--- src/rtl/whac_pkg.sv ---
// Shared types and helpers for the whac-a-mole mole generator.
package whac_pkg;

    typedef enum logic [1:0] {
        IDLE,
        ARMED,
        RUNNING,
        EXPIRED
    } mole_gen_state_t;

    localparam logic [1:0] LVL_NONE = 2'd0;
    localparam logic [1:0] LVL_1    = 2'd1;
    localparam logic [1:0] LVL_2    = 2'd2;
    localparam logic [1:0] LVL_3    = 2'd3;

    localparam int NUM_MOLES_DEF = 18;

    // Level 0 falls back to the level-1 lifetime.
    function automatic logic [15:0] lvl_duration_ms(
        input logic [1:0]  level,
        input logic [15:0] l1,
        input logic [15:0] l2,
        input logic [15:0] l3
    );
        case (level)
            LVL_2:   return l2;
            LVL_3:   return l3;
            default: return l1;
        endcase
    endfunction

endpackage

--- src/rtl/mole_lfsr.sv ---
// Free-running 16-bit Galois LFSR (mask 0xB400) with an all-zero recovery guard.
module mole_lfsr #(
    parameter logic [15:0] SEED = 16'hACE1
) (
    input  logic        clk,
    input  logic        rst_n,
    output logic [15:0] lfsr
);

    localparam logic [15:0] MASK = 16'hB400;

    always_ff @(posedge clk or negedge rst_n) begin
        if (!rst_n)
            lfsr <= SEED;
        else if (lfsr == 16'h0000)
            lfsr <= SEED;
        else if (lfsr[0])
            lfsr <= {1'b0, lfsr[15:1]} ^ MASK;
        else
            lfsr <= {1'b0, lfsr[15:1]};
    end

endmodule

--- src/rtl/mole_generator.sv ---
// Responder side of the whac-a-mole handshake: picks a mole on request and
// times its lifetime at a level-dependent duration.
//
// state   | meaning
// IDLE    | no mole shown, waiting for ready_for_mole
// ARMED   | mole shown, countdown frozen until timeout_start
// RUNNING | mole shown, millisecond countdown active
// EXPIRED | lifetime elapsed, timeout held low until the next load
module mole_generator
    import whac_pkg::*;
#(
    parameter int          NUM_MOLES = NUM_MOLES_DEF,
    parameter int          CLK_HZ    = 50_000_000,
    parameter int          LVL1_MS   = 1500,
    parameter int          LVL2_MS   = 1000,
    parameter int          LVL3_MS   = 600,
    parameter logic [15:0] LFSR_SEED = 16'hACE1
) (
    input  logic                 clk,
    input  logic                 rst_n,
    input  logic                 ready_for_mole,
    input  logic                 timeout_start,
    input  logic [1:0]           level_number,
    output logic [NUM_MOLES-1:0] led_number,
    output logic                 timeout,
    output logic [4:0]           mole_index
);

    localparam int TICKS_PER_MS = CLK_HZ / 1000;
    localparam int PW = (TICKS_PER_MS > 1) ? $clog2(TICKS_PER_MS) : 1;
    localparam logic [PW-1:0] PS_LAST = PW'(TICKS_PER_MS - 1);
    localparam logic [5:0]    NM      = 6'(NUM_MOLES);

    mole_gen_state_t state, state_nxt;
    logic [1:0]           level_reg, level_nxt;
    logic [15:0]          ms_cnt, ms_nxt;
    logic [PW-1:0]        prescaler, ps_nxt;
    logic [4:0]           prev_index, prev_nxt;
    logic [NUM_MOLES-1:0] led_nxt;
    logic [4:0]           idx_nxt;
    logic                 to_nxt;

    logic [15:0] lfsr;
    logic        unused_lfsr_hi;
    logic [5:0]  c0, c1, c2;
    logic [4:0]  pick;

    mole_lfsr #(.SEED(LFSR_SEED)) u_lfsr (
        .clk   (clk),
        .rst_n (rst_n),
        .lfsr  (lfsr)
    );

    assign unused_lfsr_hi = ^lfsr[15:5];

    // Fold the 5-bit random value into range, then step past the last mole.
    always_comb begin
        c0 = {1'b0, lfsr[4:0]};
        c1 = (c0 >= NM) ? c0 - NM : c0;
        c2 = (c1 >= NM) ? c1 - NM : c1;
        if (c2[4:0] == prev_index)
            pick = (c2 == NM - 6'd1) ? 5'd0 : c2[4:0] + 5'd1;
        else
            pick = c2[4:0];
    end

    always_comb begin
        state_nxt = state;
        level_nxt = level_reg;
        ms_nxt    = ms_cnt;
        ps_nxt    = prescaler;
        prev_nxt  = prev_index;
        led_nxt   = led_number;
        idx_nxt   = mole_index;
        to_nxt    = timeout;

        if ((state == IDLE || state == EXPIRED) && level_number != LVL_NONE)
            level_nxt = level_number;

        // A new request always wins, even over the final tick.
        if (ready_for_mole) begin
            led_nxt   = {{(NUM_MOLES-1){1'b0}}, 1'b1} << pick;
            idx_nxt   = pick;
            prev_nxt  = pick;
            to_nxt    = 1'b1;
            ms_nxt    = lvl_duration_ms(level_reg, 16'(LVL1_MS), 16'(LVL2_MS), 16'(LVL3_MS));
            ps_nxt    = '0;
            state_nxt = ARMED;
        end else begin
            case (state)
                ARMED, RUNNING: begin
                    if (timeout_start) begin
                        state_nxt = RUNNING;
                        if (prescaler == PS_LAST) begin
                            ps_nxt = '0;
                            if (ms_cnt == 16'd1) begin
                                ms_nxt    = '0;
                                to_nxt    = 1'b0;
                                led_nxt   = '0;
                                state_nxt = EXPIRED;
                            end else begin
                                ms_nxt = ms_cnt - 16'd1;
                            end
                        end else begin
                            ps_nxt = prescaler + 1'b1;
                        end
                    end else if (state == RUNNING) begin
                        led_nxt   = '0;
                        to_nxt    = 1'b1;
                        state_nxt = IDLE;
                    end
                end
                default: ;
            endcase
        end
    end

    always_ff @(posedge clk or negedge rst_n) begin
        if (!rst_n) begin
            state      <= IDLE;
            level_reg  <= LVL_1;
            ms_cnt     <= '0;
            prescaler  <= '0;
            prev_index <= '0;
            led_number <= '0;
            mole_index <= '0;
            timeout    <= 1'b1;
        end else begin
            state      <= state_nxt;
            level_reg  <= level_nxt;
            ms_cnt     <= ms_nxt;
            prescaler  <= ps_nxt;
            prev_index <= prev_nxt;
            led_number <= led_nxt;
            mole_index <= idx_nxt;
            timeout    <= to_nxt;
        end
    end

endmodule

--- config.mk ---
export PLATFORM = sky130hd
export DESIGN_NAME = mole_generator
export DESIGN_NICKNAME = d
export VERILOG_FILES = /design/src/rtl/whac_pkg.sv /design/src/rtl/mole_lfsr.sv /design/src/rtl/mole_generator.sv
export SDC_FILE = /design/constraint.sdc
export NUM_CORES = 1
export LEC_CHECK = 0
export ABC_AREA = 1
export CORE_MARGIN = 3
export CORE_UTILIZATION = 45
export DETAILED_ROUTE_END_ITERATION = 12
export GPL_TIMING_DRIVEN = 0
export PLACE_DENSITY = 0.69
export SYNTH_ARGS = -nofsm -noshare
export SYNTH_HDL_FRONTEND = slang
export SYNTH_SLANG_ARGS = --single-unit
--- constraint.sdc ---
create_clock -name clk -period 2.6 [get_ports clk]
set_clock_uncertainty 0.05 [all_clocks]
set_input_delay 0.52 -clock clk [delete_from_list [all_inputs] [get_ports clk]]
set_output_delay 0.52 -clock clk [all_outputs]
set_load 0.01 [all_outputs]
==> reports/metrics.csv <==
metric,value,unit
top_register,led_number,
final-setup-viol-count,20,
finalPower,2.93,mW
min_period_over_period,1.07,
crit_arrival,3.02,ns
synthArstFlopShare,1.00,
synth-seq-cells,76,
pre_cts_ws,-0.897,ns
placed_cells_incl_taps,694,
worstPathMaxFanout,8,
via_per_inst,5.08,
fin_ws,-0.185,ns
violations,negative setup slack,
crit_family,simple AND/OR/NAND/NOR gates,
synth_cell_type_count,45,
drt-total-wl,9.97,mm
critical_path_buf_inv_count,3,
swShare,0.296,
max_slew_margin,0.600,
grt_usage,0.184,
clk_path_buf_depth,2,
grt_max_degree,43,
num_rows,35,
end_kind,register,
period_minus_slack,2.78,ns
netlist_area,4360,um^2
grt_pass1_vias,3669,
synth_edf_count,0,
status,finished with violations,
chipWidth,104,um
path_class,register to register,
stdcell_area,5700,um^2
nNetsFinal,625,
grt_pass1_wl,16.7,mm
power_frac_comb,0.191,
antenna_left,0,
hold_ws,0.0644,ns
required,2.84,ns
stdcell_count,744,
worst_pin_slew,0.599,ns
cts.sinks,76,
antenna_cells,0,
intPower,2.06,mW
largest_reg_flops,18,
fin_tns_setup,-2.78,ns
syn-num-nets,550,
cap_viol_max_count,0,
initial_core_util,0.468,
leakagePower,2.49,nW
worstSkewPairLatency,0.34,ns
numCtsBuffers,9,
seqPwrFrac,0.477,
cpMaxStageDelayCell,dfrtp_1,
die_y,104,um
rsz0062_at_grt,yes,
hp-class,input pin to asynchronous set/reset pin,
overflow,0,
clkPwrFrac,0.332,
dpl_cell_area,4830,um^2
drt-initial-drc-count,180,
core-area,9330,um^2
p_per_area,513,nW/um^2
critPathMaxStageDelay,0.40,ns
switchingPower,866,uW
place_congestion,0.872,
syn_inst,535,
htree_levels,3,
via_count,3776,
dr.pass1.iters,5,
portBuffers,29,
wire_per_inst,13.4,um
cts_root_buf,clkbuf_8,
maxSlewViolCount,0,
dieArea,10900,um^2
cts_tree,yes,
layout-drive-gt1-share,0.278,
ys.flop_type,dfrtp_1,
crit_chain,inv_2 -> ha_4 -> nand3_4 -> nand2_8 -> nand2_4 -> nand2_4 -> buf_4 -> nand3_4 -> nand2_2 -> nand2_1 -> nand3_1 -> nand2_2 -> nor2_8 -> nand3_2 -> nand2_4 -> inv_2 -> nor2_4 -> nand3_2 -> nand2_2,
fmax,359,MHz
ir_drop,0.316,mV
antenna_found_initial,0,
path_clk_slew,0.08,ns
hpwl,6.65,mm
final_core_util,0.611,
hold_violations,0,
syn_avg_cell_area,8.16,um^2
yosysSeqAreaShare,0.439,
ys_warn_count,0,
drcViolationCount,0,
areaGrowthSynthToFinish,30.7,%
start_kind,register,
boundaryPins,30,
## worst register-to-register path, delay by kind of cell (launching register included)
family	cells	cell delay [ns]
AND/OR/NAND/NOR	15	1.82
buffers and inverters	3	0.30
flip-flops	1	0.40
adder cells (fa/ha/maj)	1	0.15
## worst paths after layout
check / startpoint / to / slack, ns / cells after the start
setup / recovery: u_lfsr.lfsr[2]$_DFF_PN0_ / led_number[5]$_DFFE_PN0P_ / -0.18 / 19
hold / removal: rst_n / ms_cnt[13]$_DFFE_PN0P_ / 0.06 / 1
setup reg to reg: u_lfsr.lfsr[2]$_DFF_PN0_ / led_number[5]$_DFFE_PN0P_ / -0.18 / 19
hold reg to reg: u_lfsr.lfsr[14]$_DFF_PN0_ / u_lfsr.lfsr[13]$_DFF_PN1_ / 0.39 / 1
max in group asynchronous: rst_n / u_lfsr.lfsr[13]$_DFF_PN1_ / 1.79 / 2
min in group clk: u_lfsr.lfsr[14]$_DFF_PN0_ / u_lfsr.lfsr[13]$_DFF_PN1_ / 0.39 / 1
## routing by layer
layer	share of wire	vias to the layer above	wire length, um	track usage
met5	0	-	0	0
met4	0.0099	0	99	0.0475
met3	0.023	12	234	0.0391
met2	0.51	39	5050	0.321
met1	0.46	1834	4590	0.230
li1	-	1891	-	-
## cell type report
class / instances / area (um^2)
fillers: 786 / 3630
multi-input cells: 382 / 2500
flip-flops and latches: 76 / 1920
repair buffers: 62 / 587
inverters: 65 / 251
well taps: 129 / 161
clock buffers: 10 / 128
clock inverters: 6 / 88.8
plain buffers: 14 / 67.6
## placed cells by master (no fill, tap or decap), drive strengths merged, types with 3 or more instances in the layout
master,n
a21oi,27
buf,36
clkbuf,22
clkdlybuf4s50,28
clkinv,6
dfrtp,66
dfstp,10
ha,9
inv,61
nand2,143
nand3,49
nand4,10
nor2,60
nor3,14
nor4,7
o211ai,4
o21ai,25
o22ai,3
or2,3
xnor2,4
xor2,11
## cell usage after synthesis, types with 2 or more instances
master | count | share of area
nand2_1 | 119 | 0.10
dfrtp_1 | 66 | 0.38
inv_1 | 58 | 0.050
nor2_1 | 47 | 0.040
nand3_1 | 43 | 0.049
a21oi_1 | 25 | 0.029
o21ai_0 | 22 | 0.025
nand2_2 | 15 | 0.022
nor3_1 | 14 | 0.016
clkbuf_1 | 12 | 0.010
xor2_1 | 11 | 0.022
dfstp_2 | 10 | 0.060
ha_1 | 9 | 0.026
nand4_1 | 9 | 0.013
nor2_4 | 8 | 0.021
nand2_4 | 7 | 0.018
nor4_1 | 7 | 0.010
clkinv_1 | 4 | 0.0034
nand3_2 | 4 | 0.0092
o211ai_1 | 4 | 0.0069
xnor2_1 | 4 | 0.0080
inv_2 | 3 | 0.0026
nor2_2 | 3 | 0.0043
o22ai_1 | 3 | 0.0043
or2_2 | 3 | 0.0043
buf_6 | 2 | 0.0052
nand3_4 | 2 | 0.0080
nor2_8 | 2 | 0.0092
nor3b_1 | 2 | 0.0034
o31ai_1 | 2 | 0.0034
## cell families (layout without fill, tap and decap cells)
| family | Yosys count | in the layout | share of synthesized area |
|---|---|---|---|
| AND/OR/NAND/NOR | 289 | 290 | 0.341 |
| buffers and inverters | 79 | 157 | 0.0714 |
| flip-flops | 76 | 76 | 0.439 |
| AO/OA/AOI/OAI | 66 | 67 | 0.0906 |
| XOR/XNOR | 15 | 15 | 0.0301 |
| adder cells (fa/ha/maj) | 9 | 9 | 0.0258 |
| multiplexers | 1 | 1 | 0.00258 |
## power groups by stage
stage / combinational, mW / clock [mW] / sequential (mW)
global placement: 0.499 / 0 / 1.41
CTS: 0.533 / 1.00 / 1.39
finish: 0.558 / 0.973 / 1.40
global route: 0.624 / 1.06 / 1.41
floorplan: 0.363 / 0 / 1.40
detailed placement: 0.516 / 0 / 1.41
## what timing repair did
item | 4_1_cts | 5_1_grt
gates cloned | 1 | 1
hold buffers | 0 | 0
buffers inserted | 23 | 9
endpoints found under the setup margin | 35 | 28
pin swaps | 36 | 32
resized for setup | 41 | 47
No activity file was read; power rests on OpenSTA's default activity.
